$ cat config.mk
export PLATFORM = sky130hd
export DESIGN_NAME = accum_32_unsigned
export DESIGN_NICKNAME = d
export VERILOG_FILES = /design/src/rtl/accum_pkg.sv /design/src/rtl/add32_ripple.sv /design/src/rtl/accum_32_unsigned.sv
export SDC_FILE = /design/constraint.sdc
export NUM_CORES = 1
export LEC_CHECK = 0
export ABC_AREA = 1
export BUFFER_PORTS_ARGS = -buffer_cell sky130_fd_sc_hd__buf_2
export CAP_MARGIN = 0
export CELL_PAD_IN_SITES_DETAIL_PLACEMENT = 1
export CELL_PAD_IN_SITES_GLOBAL_PLACEMENT = 1
export CORE_ASPECT_RATIO = 1.1
export CORE_MARGIN = 5
export CORE_UTILIZATION = 42
export CTS_CLUSTER_DIAMETER = 80
export DETAILED_ROUTE_END_ITERATION = 16
export GPL_ROUTABILITY_DRIVEN = 0
export PLACE_DENSITY = 0.89
export SLEW_MARGIN = 25
export SYNTH_ARGS = -nofsm -noshare
export SYNTH_HDL_FRONTEND = slang
export SYNTH_SLANG_ARGS = --single-unit
export TNS_END_PERCENT = 5
$ cat constraint.sdc
create_clock -name clk -period 28.4 [get_ports clk]
set_input_delay 2.84 -clock clk [delete_from_list [all_inputs] [get_ports clk]]
set_output_delay 2.84 -clock clk [all_outputs]
set_load 0.005 [all_outputs]
$ cat src/rtl/accum_pkg.sv
// Shared definitions for the unsigned burst accumulator: FSM state encoding
// and the default operand/sum and beat-counter widths.
package accum_pkg;

    localparam int ACC_WIDTH = 32;
    localparam int ACC_CNT_W = 8;

    typedef enum logic [1:0] {
        IDLE = 2'd0,
        ACC  = 2'd1,
        HOLD = 2'd2
    } state_e;

endpackage

$ cat src/rtl/add32_ripple.sv
// Combinational ripple-carry adder built from per-bit full-adder equations.
module add32_ripple #(
    parameter int WIDTH = 32
) (
    input  logic [WIDTH-1:0] a,
    input  logic [WIDTH-1:0] b,
    input  logic             cin,
    output logic [WIDTH-1:0] sum,
    output logic             cout
);

    logic [WIDTH:0] c;

    assign c[0] = cin;

    for (genvar i = 0; i < WIDTH; i++) begin : g_fa
        assign sum[i]   = a[i] ^ b[i] ^ c[i];
        assign c[i+1]   = (a[i] & b[i]) | (c[i] & (a[i] ^ b[i]));
    end

    assign cout = c[WIDTH];

endmodule

$ cat src/rtl/accum_32_unsigned.sv
// Unsigned burst accumulator: sums a valid/ready burst, presents the result until taken.
// Define ACCUM_SAT_EN to clamp the sum to all-ones on overflow instead of wrapping.
module accum_32_unsigned
    import accum_pkg::*;
#(
    parameter int WIDTH = ACC_WIDTH,
    parameter int CNT_W = ACC_CNT_W
) (
    input  logic             clk,
    input  logic             rst_n,
    input  logic             in_valid,
    output logic             in_ready,
    input  logic [WIDTH-1:0] in_data,
    input  logic             in_last,
    output logic             out_valid,
    input  logic             out_ready,
    output logic [WIDTH-1:0] out_sum,
    output logic             out_carry,
    output logic [CNT_W-1:0] out_count
);

    state_e           state_q, state_d;
    logic [WIDTH-1:0] acc_q, acc_d;
    logic             carry_q, carry_d;
    logic [CNT_W-1:0] count_q, count_d;

    logic [WIDTH-1:0] add_sum;
    logic             add_cout;
    logic             accept;

    add32_ripple #(.WIDTH(WIDTH)) u_add (
        .a    (acc_q),
        .b    (in_data),
        .cin  (1'b0),
        .sum  (add_sum),
        .cout (add_cout)
    );

    // Ready is masked by reset so nothing is offered while the block is held in reset.
    assign in_ready  = rst_n & (state_q != HOLD);
    assign out_valid = (state_q == HOLD);
    assign accept    = in_valid & in_ready;

    assign out_sum   = acc_q;
    assign out_carry = carry_q;
    assign out_count = count_q;

    always_comb begin
        state_d = state_q;
        acc_d   = acc_q;
        carry_d = carry_q;
        count_d = count_q;
        case (state_q)
            IDLE: begin
                if (accept) begin
                    acc_d   = in_data;
                    carry_d = 1'b0;
                    count_d = CNT_W'(1);
                    state_d = in_last ? HOLD : ACC;
                end
            end
            ACC: begin
                if (accept) begin
                    carry_d = carry_q | add_cout;
`ifdef ACCUM_SAT_EN
                    acc_d   = (carry_q | add_cout) ? '1 : add_sum;
`else
                    acc_d   = add_sum;
`endif
                    count_d = (&count_q) ? count_q : count_q + CNT_W'(1);
                    state_d = in_last ? HOLD : ACC;
                end
            end
            HOLD: begin
                if (out_ready) begin
                    state_d = IDLE;
                end
            end
            default: begin
                state_d = IDLE;
            end
        endcase
    end

    always_ff @(posedge clk or negedge rst_n) begin
        if (!rst_n) begin
            state_q <= IDLE;
            acc_q   <= '0;
            carry_q <= 1'b0;
            count_q <= '0;
        end else begin
            state_q <= state_d;
            acc_q   <= acc_d;
            carry_q <= carry_d;
            count_q <= count_d;
        end
    end

endmodule
==> results of run 1 <==
[area by class of cell]
type	count	area, um2	share of cell area [%]
clock buffers	6	72.57	2.193
well taps	82	102.6	3.100
flip-flops and latches	43	1076	32.51
multi-input cells	230	1592	48.09
repair buffers	81	410.4	12.40
inverters	15	56.30	1.701
[layer usage]
layer / vias up / share of wire, % / GRT usage, %
met4: 0 / 2.2 / 7.928
met5: - / 0 / 0
met2: 54 / 52 / 34.99
li1: 1123 / - / -
met3: 11 / 4.8 / 4.667
met1: 1217 / 41 / 22.94
[power by group through the flow]
stage / Combinational, mW / Sequential (mW) / Clock (mW)
2_1_floorplan: 0.0595 / 0.0954 / 0
3_3_place_gp: 0.0927 / 0.0957 / 0
3_5_place_dp: 0.101 / 0.0965 / 0
4_1_cts: 0.102 / 0.0955 / 0.0391
5_1_grt: 0.115 / 0.0984 / 0.0423
6_report: 0.0989 / 0.0951 / 0.0383
[worst reg2reg max path, delay by kind of cell, from the launching register on]
kind,cells,cell delay [ns]
and+or+nand+nor,1,0.05
adders and majority gates,32,12.45
buffers and inverters,2,0.13
DFF,1,0.40
AOI/OAI and AO/OA,1,0.25
[state kept, by name, summed over array words and instances (netlist names)]
signal,flops
out_sum,32
state_q,2
out_carry,1
out_count,8
[worst paths after layout]
path / slack, ns / depth (start not counted) / to
worst min-delay path: 0.53 / 2 / out_sum[0]$_DFFE_PN0P_
max in group asynchronous: 25.34 / 2 / out_sum[3]$_DFFE_PN0P_
worst min register to register: 0.53 / 2 / out_sum[0]$_DFFE_PN0P_
worst max register to register: 15.03 / 36 / out_sum[31]$_DFFE_PN0P_
worst max-delay path: 12.78 / 37 / out_sum[31]$_DFFE_PN0P_
min in group asynchronous: 2.61 / 2 / out_sum[23]$_DFFE_PN0P_
[logic make-up after synthesis]
family / after synthesis / share of synthesized area, %
AND/OR/NAND/NOR: 150 / 21.10
AO/OA/AOI/OAI: 46 / 12.07
flip-flops: 43 / 38.44
adder cells (fa/ha/maj): 33 / 23.07
buffers and inverters: 30 / 5.007
XOR/XNOR: 1 / 0.3130
[synthesized netlist by cell type]
| library cell | number | area (um2) |
|---|---|---|
| a21oi_1 | 1 | 5.000 |
| buf_2 | 10 | 50.05 |
| buf_4 | 2 | 15.01 |
| buf_6 | 1 | 11.26 |
| clkbuf_1 | 2 | 7.510 |
| dfrtp_1 | 43 | 1076 |
| fa_1 | 31 | 620.6 |
| ha_1 | 2 | 25.02 |
| inv_1 | 12 | 45.04 |
| inv_2 | 3 | 11.26 |
| nand2_1 | 62 | 232.7 |
| nand2_2 | 2 | 12.51 |
| nand3_1 | 7 | 35.03 |
| nand4_1 | 1 | 6.260 |
| nand4_2 | 1 | 12.51 |
| nor2_1 | 76 | 285.3 |
| nor2_2 | 1 | 6.260 |
| o21ai_0 | 7 | 35.03 |
| o21ai_1 | 7 | 35.03 |
| o31ai_1 | 25 | 187.7 |
| o31ai_2 | 6 | 75.07 |
| xnor2_1 | 1 | 8.760 |
[cell usage in the layout (no fill, tap or decap), drive strengths merged]
master  instances
nor2           77
nand3           7
buf            81
nand2          64
nand4           2
o31ai          31
ha              2
fa             31
xnor2           1
inv            15
clkbuf          6
o21ai          14
a21oi           1
dfrtp          43
==> flow_metrics.env, run 1 <==
export IMPL_r2r_start="out_sum[0]$_DFFE_PN0P_"
export IMPL_finalHoldViolations=0
export IMPL_drive_gt1_share_pct=26.40
export IMPL_clock_path_buffers=2
export IMPL_syn_area_um2=2799
export IMPL_detailedPlacementHpwl_mm=5.501
export IMPL_rsz0062_at_grt="no"
export IMPL_port_buffers=79
export IMPL_nets=446
export IMPL_grt_max_degree=68
export IMPL_start_util_pct=42.70
export IMPL_power_internal_uw=139.3
export IMPL_antennaDiodeCount=0
export IMPL_grt_pass1_wl_mm=12.69
export IMPL_cts_root_buf="clkbuf_8"
export IMPL_grt_antenna_before_repair=0
export IMPL_cts_setup_buffers=0
export IMPL_outcome="finished clean"
export IMPL_pwr_share_seq_pct=40.9
export IMPL_clkLatencyLatePin_ns=0.30
export IMPL_dpl_cell_area_um2=3237
export IMPL_dp_worst_setup_slack_ns=12.49
export IMPL_ctsResizeCount=0
export IMPL_final_area_um2=3309
export IMPL_sw_frac_of_total_pct=40.04
export IMPL_peakVddDrop_mv=0.03152
export IMPL_final_antenna_net_count=0
export IMPL_fp_dieW_um=87.84
export IMPL_dp_cells=451
export IMPL_slowest_stage="fa_1"
export IMPL_startpoint_type="input pin"
export IMPL_dieArea_um2=8399
export IMPL_timing_fmax_ghz=0.06400
export IMPL_drt_pre_antenna_iters=4
export IMPL_holdBufCountCts=0
export IMPL_timing_hold_ws_ns=0.5297
export IMPL_relSlewSlack_pct=36.24
export IMPL_leakage_nw=1.629
export IMPL_critical_path_top_delay_family="adder cells"
export IMPL_cts_tree="built"
export IMPL_synth_seq_cells=43
export IMPL_path_buf_inv=3
export IMPL_finalSetupTns_ns=0
export IMPL_p_clk_share_pct=16.5
export IMPL_core_area_um2=6555
export IMPL_synthCells=303
export IMPL_yosysWarnings=0
export IMPL_first_iter_violations=56
export IMPL_post_route_period_util_pct=55.02
export IMPL_fp_row_count=31
export IMPL_cts_buffers=5
export IMPL_htree_levels=2
export IMPL_crit_path_end_kind="flip-flop"
export IMPL_synthToLayoutAreaGrowth_pct=18.24
export IMPL_utilization_pct=50.49
export IMPL_worstMarginPinSlew_ns=0.9546
export IMPL_track_usage_pct=19.80
export IMPL_startpoint="in_data[0]"
export IMPL_worstPathRequired_ns=28.60
export IMPL_setup_ws_ns=12.78
export IMPL_pwr_share_comb_pct=42.6
export IMPL_clock_sinks=43
export IMPL_vias=2405
export IMPL_syn_nets=373
export IMPL_maxCapViolCount=0
export IMPL_clkSlewWorstSetupHoldPaths_ns=0.08
export IMPL_slowest_delay_ns=0.51
export IMPL_wirelength_mm=7.309
export IMPL_critPathArrivalTime_ns=15.82
export IMPL_ys_seq_area_share_pct=38.44
export IMPL_overflow=0
export IMPL_power_switching_uw=93.01
export IMPL_maxSlewViolCount=0
export IMPL_ioPinCount=80
export IMPL_synth_distinct_cells=22
export IMPL_min_period_ns=15.62
export IMPL_path_class="in -> reg"
export IMPL_grt_pass1_vias=2706
export IMPL_crit_top_cell="fa_1"
export IMPL_p_total_uw=232.3
export IMPL_min_delay_start="out_sum[0]$_DFFE_PN0P_"
export IMPL_powerDensity_nw_per_um2=70.19
export IMPL_clock_skew_ns=0.007130
export IMPL_fp_dieH_um=95.62
export IMPL_vias_per_cell=5.263
export IMPL_syn_avg_cell_area_um2=9.237
export IMPL_setup_viol=0
export IMPL_nFillCells=820
export IMPL_layout_cells_non_filler=457
export IMPL_drcViolationCount=0
export IMPL_crit_path_max_fanout=2
export IMPL_post_drt_wl_per_cell_um=15.99
export IMPL_min_path_type="reg -> reg"
No activity file was read; power rests on OpenSTA's default activity.
==> run 2: changes to the inputs <==
ABC_AREA = 0   (was 1)
CORE_UTILIZATION = 41   (was 42)
PLACE_DENSITY = 0.83   (was 0.89)
clock period = 16.3 ns   (was 28.4 ns; I/O delays follow)
==> flow_metrics.env, run 2 <==
export IMPL_outcome="finished clean"
export IMPL_crit_path_end_kind="flip-flop"
export IMPL_grtUsageMet2_pct=28.19
export IMPL_synthDominantCellAreaShare_pct=38.02
export IMPL_vias=2117
export IMPL_core_area_um2=6671
export IMPL_finalHoldViolations=0
export IMPL_antennaDiodeCount=0
export IMPL_muxShareOfSynthArea_pct=11.72
export IMPL_vias_per_cell=5.359
export IMPL_ys_flop_type="dfrtp_1"
export IMPL_drcViolationCount=0
export IMPL_powerDensity_nw_per_um2=129.9
export IMPL_crit_end="out_sum[31]$_DFFE_PN0P_"
export IMPL_r2r_start="out_sum[0]$_DFFE_PN0P_"
export IMPL_startpoint_type="input pin"
export IMPL_critical_path_top_delay_family="adder cells"
export IMPL_sw_frac_of_total_pct=38.29
export IMPL_ys_seq_area_share_pct=38.02
export IMPL_synth_simple_area_share_pct=9.814
export IMPL_top_usage_layer="met2"
export IMPL_post_drt_wl_per_cell_um=16.95
export IMPL_holdBufCountCts=0
export IMPL_startpoint="in_data[0]"
export IMPL_use_met1_pct=21.16
export IMPL_overflow=0
export IMPL_grt_antenna_before_repair=0
export IMPL_use_met3_pct=3.138
export IMPL_ioPinCount=80
export IMPL_fp_row_count=31
export IMPL_worstPathRequired_ns=16.46
export IMPL_first_iter_violations=57
export IMPL_reg2reg_depth=36
export IMPL_ys_top_cells_by_count="43 x dfrtp_1, 36 x nand2_1, 32 x mux2i_1"
export IMPL_setup_viol=0
export IMPL_synth_edf_count=0
export IMPL_fp_dieW_um=89.22
export IMPL_p_clk_share_pct=17.7
export IMPL_worstMarginPinSlew_ns=0.7232
export IMPL_dpl_cell_area_um2=3222
export IMPL_synth_distinct_cells=41
export IMPL_ctsResizeCount=0
export IMPL_detailedPlacementHpwl_mm=5.009
export IMPL_min_path_type="reg -> reg"
export IMPL_cp_depth=37
export IMPL_crit_top_cell="fa_1"
export IMPL_path_class="in -> reg"
export IMPL_start_util_pct=42.42
export IMPL_power_internal_uw=266.2
export IMPL_layout_cells_non_filler=395
export IMPL_cts_root_buf="clkbuf_8"
export IMPL_clock_path_buffers=2
export IMPL_synth_largest_area_cell="dfrtp_1"
export IMPL_grt_pass1_wl_mm=11.18
export IMPL_nets=382
export IMPL_syn_area_um2=2830
export IMPL_dp_cells=387
export IMPL_rr_endpoint="out_sum[31]$_DFFE_PN0P_"
export IMPL_cts_setup_buffers=0
export IMPL_track_usage_pct=16.32
export IMPL_p_total_uw=431.4
export IMPL_pwr_share_seq_pct=40.3
export IMPL_utilization_pct=49.79
export IMPL_setup_ws_ns=2.049
export IMPL_relSlewSlack_pct=51.79
export IMPL_leakage_nw=1.636
export IMPL_port_buffers=79
export IMPL_rsz0062_at_grt="no"
export IMPL_r2r_slack_ns=3.10
export IMPL_largest_reg_flops=32
export IMPL_path_buf_inv=3
export IMPL_maxSlewViolCount=0
export IMPL_layout_commonest_cell="buf_2"
export IMPL_drive_gt1_share_pct=30.99
export IMPL_fp_dieH_um=97.14
export IMPL_slowest_delay_ns=0.43
export IMPL_synth_seq_cells=43
export IMPL_clkSlewWorstSetupHoldPaths_ns=0.09
export IMPL_final_antenna_net_count=0
export IMPL_dp_worst_setup_slack_ns=1.794
export IMPL_critPathArrivalTime_ns=14.41
export IMPL_synthArstFlopShare_pct=100.0
export IMPL_syn_avg_cell_area_um2=11.94
export IMPL_dieArea_um2=8666
export IMPL_synth_area_leaders="dfrtp_1 38%, fa_1 22%, mux2i_1 11%"
export IMPL_timing_fmax_ghz=0.07017
export IMPL_synthCells=237
export IMPL_slowest_stage="fa_1"
export IMPL_nFillCells=774
export IMPL_pwr_share_comb_pct=42.0
export IMPL_clock_sinks=43
export IMPL_drt_pre_antenna_iters=4
export IMPL_synth_compound_area_share_pct=12.25
export IMPL_maxCapViolCount=0
export IMPL_synth_top_family_by_area="adder cells"
export IMPL_final_cell_mix="79 x buf_2, 43 x dfrtp_1, 36 x nand2_1"
export IMPL_crit_path_max_fanout=2
export IMPL_timing_hold_ws_ns=0.5142
export IMPL_yosysMostFrequentCell="dfrtp_1"
export IMPL_synth_xor_area_share_pct=0
export IMPL_yosysWarnings=0
export IMPL_power_switching_uw=165.2
export IMPL_syn_nets=307
export IMPL_clock_skew_ns=0.008453
export IMPL_peakVddDrop_mv=0.04780
export IMPL_grt_max_degree=71
export IMPL_grt_pass1_vias=2232
export IMPL_post_route_period_util_pct=87.43
export IMPL_min_period_ns=14.25
export IMPL_final_area_um2=3322
export IMPL_synth_fa_ha_area_share_pct=22.81
export IMPL_clkLatencyLatePin_ns=0.29
export IMPL_cts_buffers=5
export IMPL_finalSetupTns_ns=0
export IMPL_htree_levels=2
export IMPL_cts_tree="built"
export IMPL_synthToLayoutAreaGrowth_pct=17.37
export IMPL_wirelength_mm=6.694
==> run 2: cell count changes in the layout (fill, tap and decap cells not counted), moves of 5 or more <==
| cell | delta |
|---|---|
| o21ai_1 | +13 |
| inv_1 | -5 |
| mux2i_1 | +32 |
| nor2_1 | -74 |
| nand2_1 | -26 |
| o31ai_2 | -6 |
| o31ai_1 | -23 |
| o21ai_0 | +6 |
==> run 2: worst min-delay path, cell delays in order (launching register included) <==
cell	delay (ns)
dfrtp_1	0.37
nand2_1	0.07
o21ai_2	0.05
==> run 2: power by group through the flow <==
stage | Combinational, mW | Clock (mW) | Sequential, mW
6_report | 0.181 | 0.0764 | 0.174
5_1_grt | 0.210 | 0.0841 | 0.181
4_1_cts | 0.187 | 0.0786 | 0.175
3_5_place_dp | 0.186 | 0 | 0.177
3_3_place_gp | 0.172 | 0 | 0.175
2_1_floorplan | 0.115 | 0 | 0.174
==> run 2: area by class of cell <==
type	count	area, um2	share of cell area, %
multi-input cells	174	1607	48.36
flip-flops and latches	43	1076	32.39
repair buffers	81	410.4	12.35
well taps	82	102.6	3.088
clock buffers	8	100.1	3.013
inverters	7	26.28	0.7910
==> run 2: how the worst min path moves through the flow <==
stage                             from                       to  slack [ns]  cells past startpoint
2_1_floorplan    out_carry$_DFFE_PN0P_    out_carry$_DFFE_PN0P_        0.49                      2
3_5_place_dp   out_sum[29]$_DFFE_PN0P_  out_sum[29]$_DFFE_PN0P_        0.50                      2
3_3_place_gp   out_sum[29]$_DFFE_PN0P_  out_sum[29]$_DFFE_PN0P_        0.49                      2
4_1_cts        out_sum[29]$_DFFE_PN0P_  out_sum[29]$_DFFE_PN0P_        0.52                      2
6_report       out_sum[29]$_DFFE_PN0P_  out_sum[29]$_DFFE_PN0P_        0.51                      2
5_1_grt        out_sum[29]$_DFFE_PN0P_  out_sum[29]$_DFFE_PN0P_        0.55                      2
==> run 2: cells by family after synthesis <==
| family | after synthesis |
|---|---|
| buffers and inverters | 20 |
| adders and majority gates | 33 |
| muxes | 33 |
| and+or+nand+nor | 55 |
| DFF | 43 |
| AOI/OAI and AO/OA | 53 |
==> run 2: metal layers <==
layer,part of all wire (%),vias up
li1,-,976
met1,40,1073
met2,53,64
met3,5.9,4
met4,0.55,0
met5,0,-
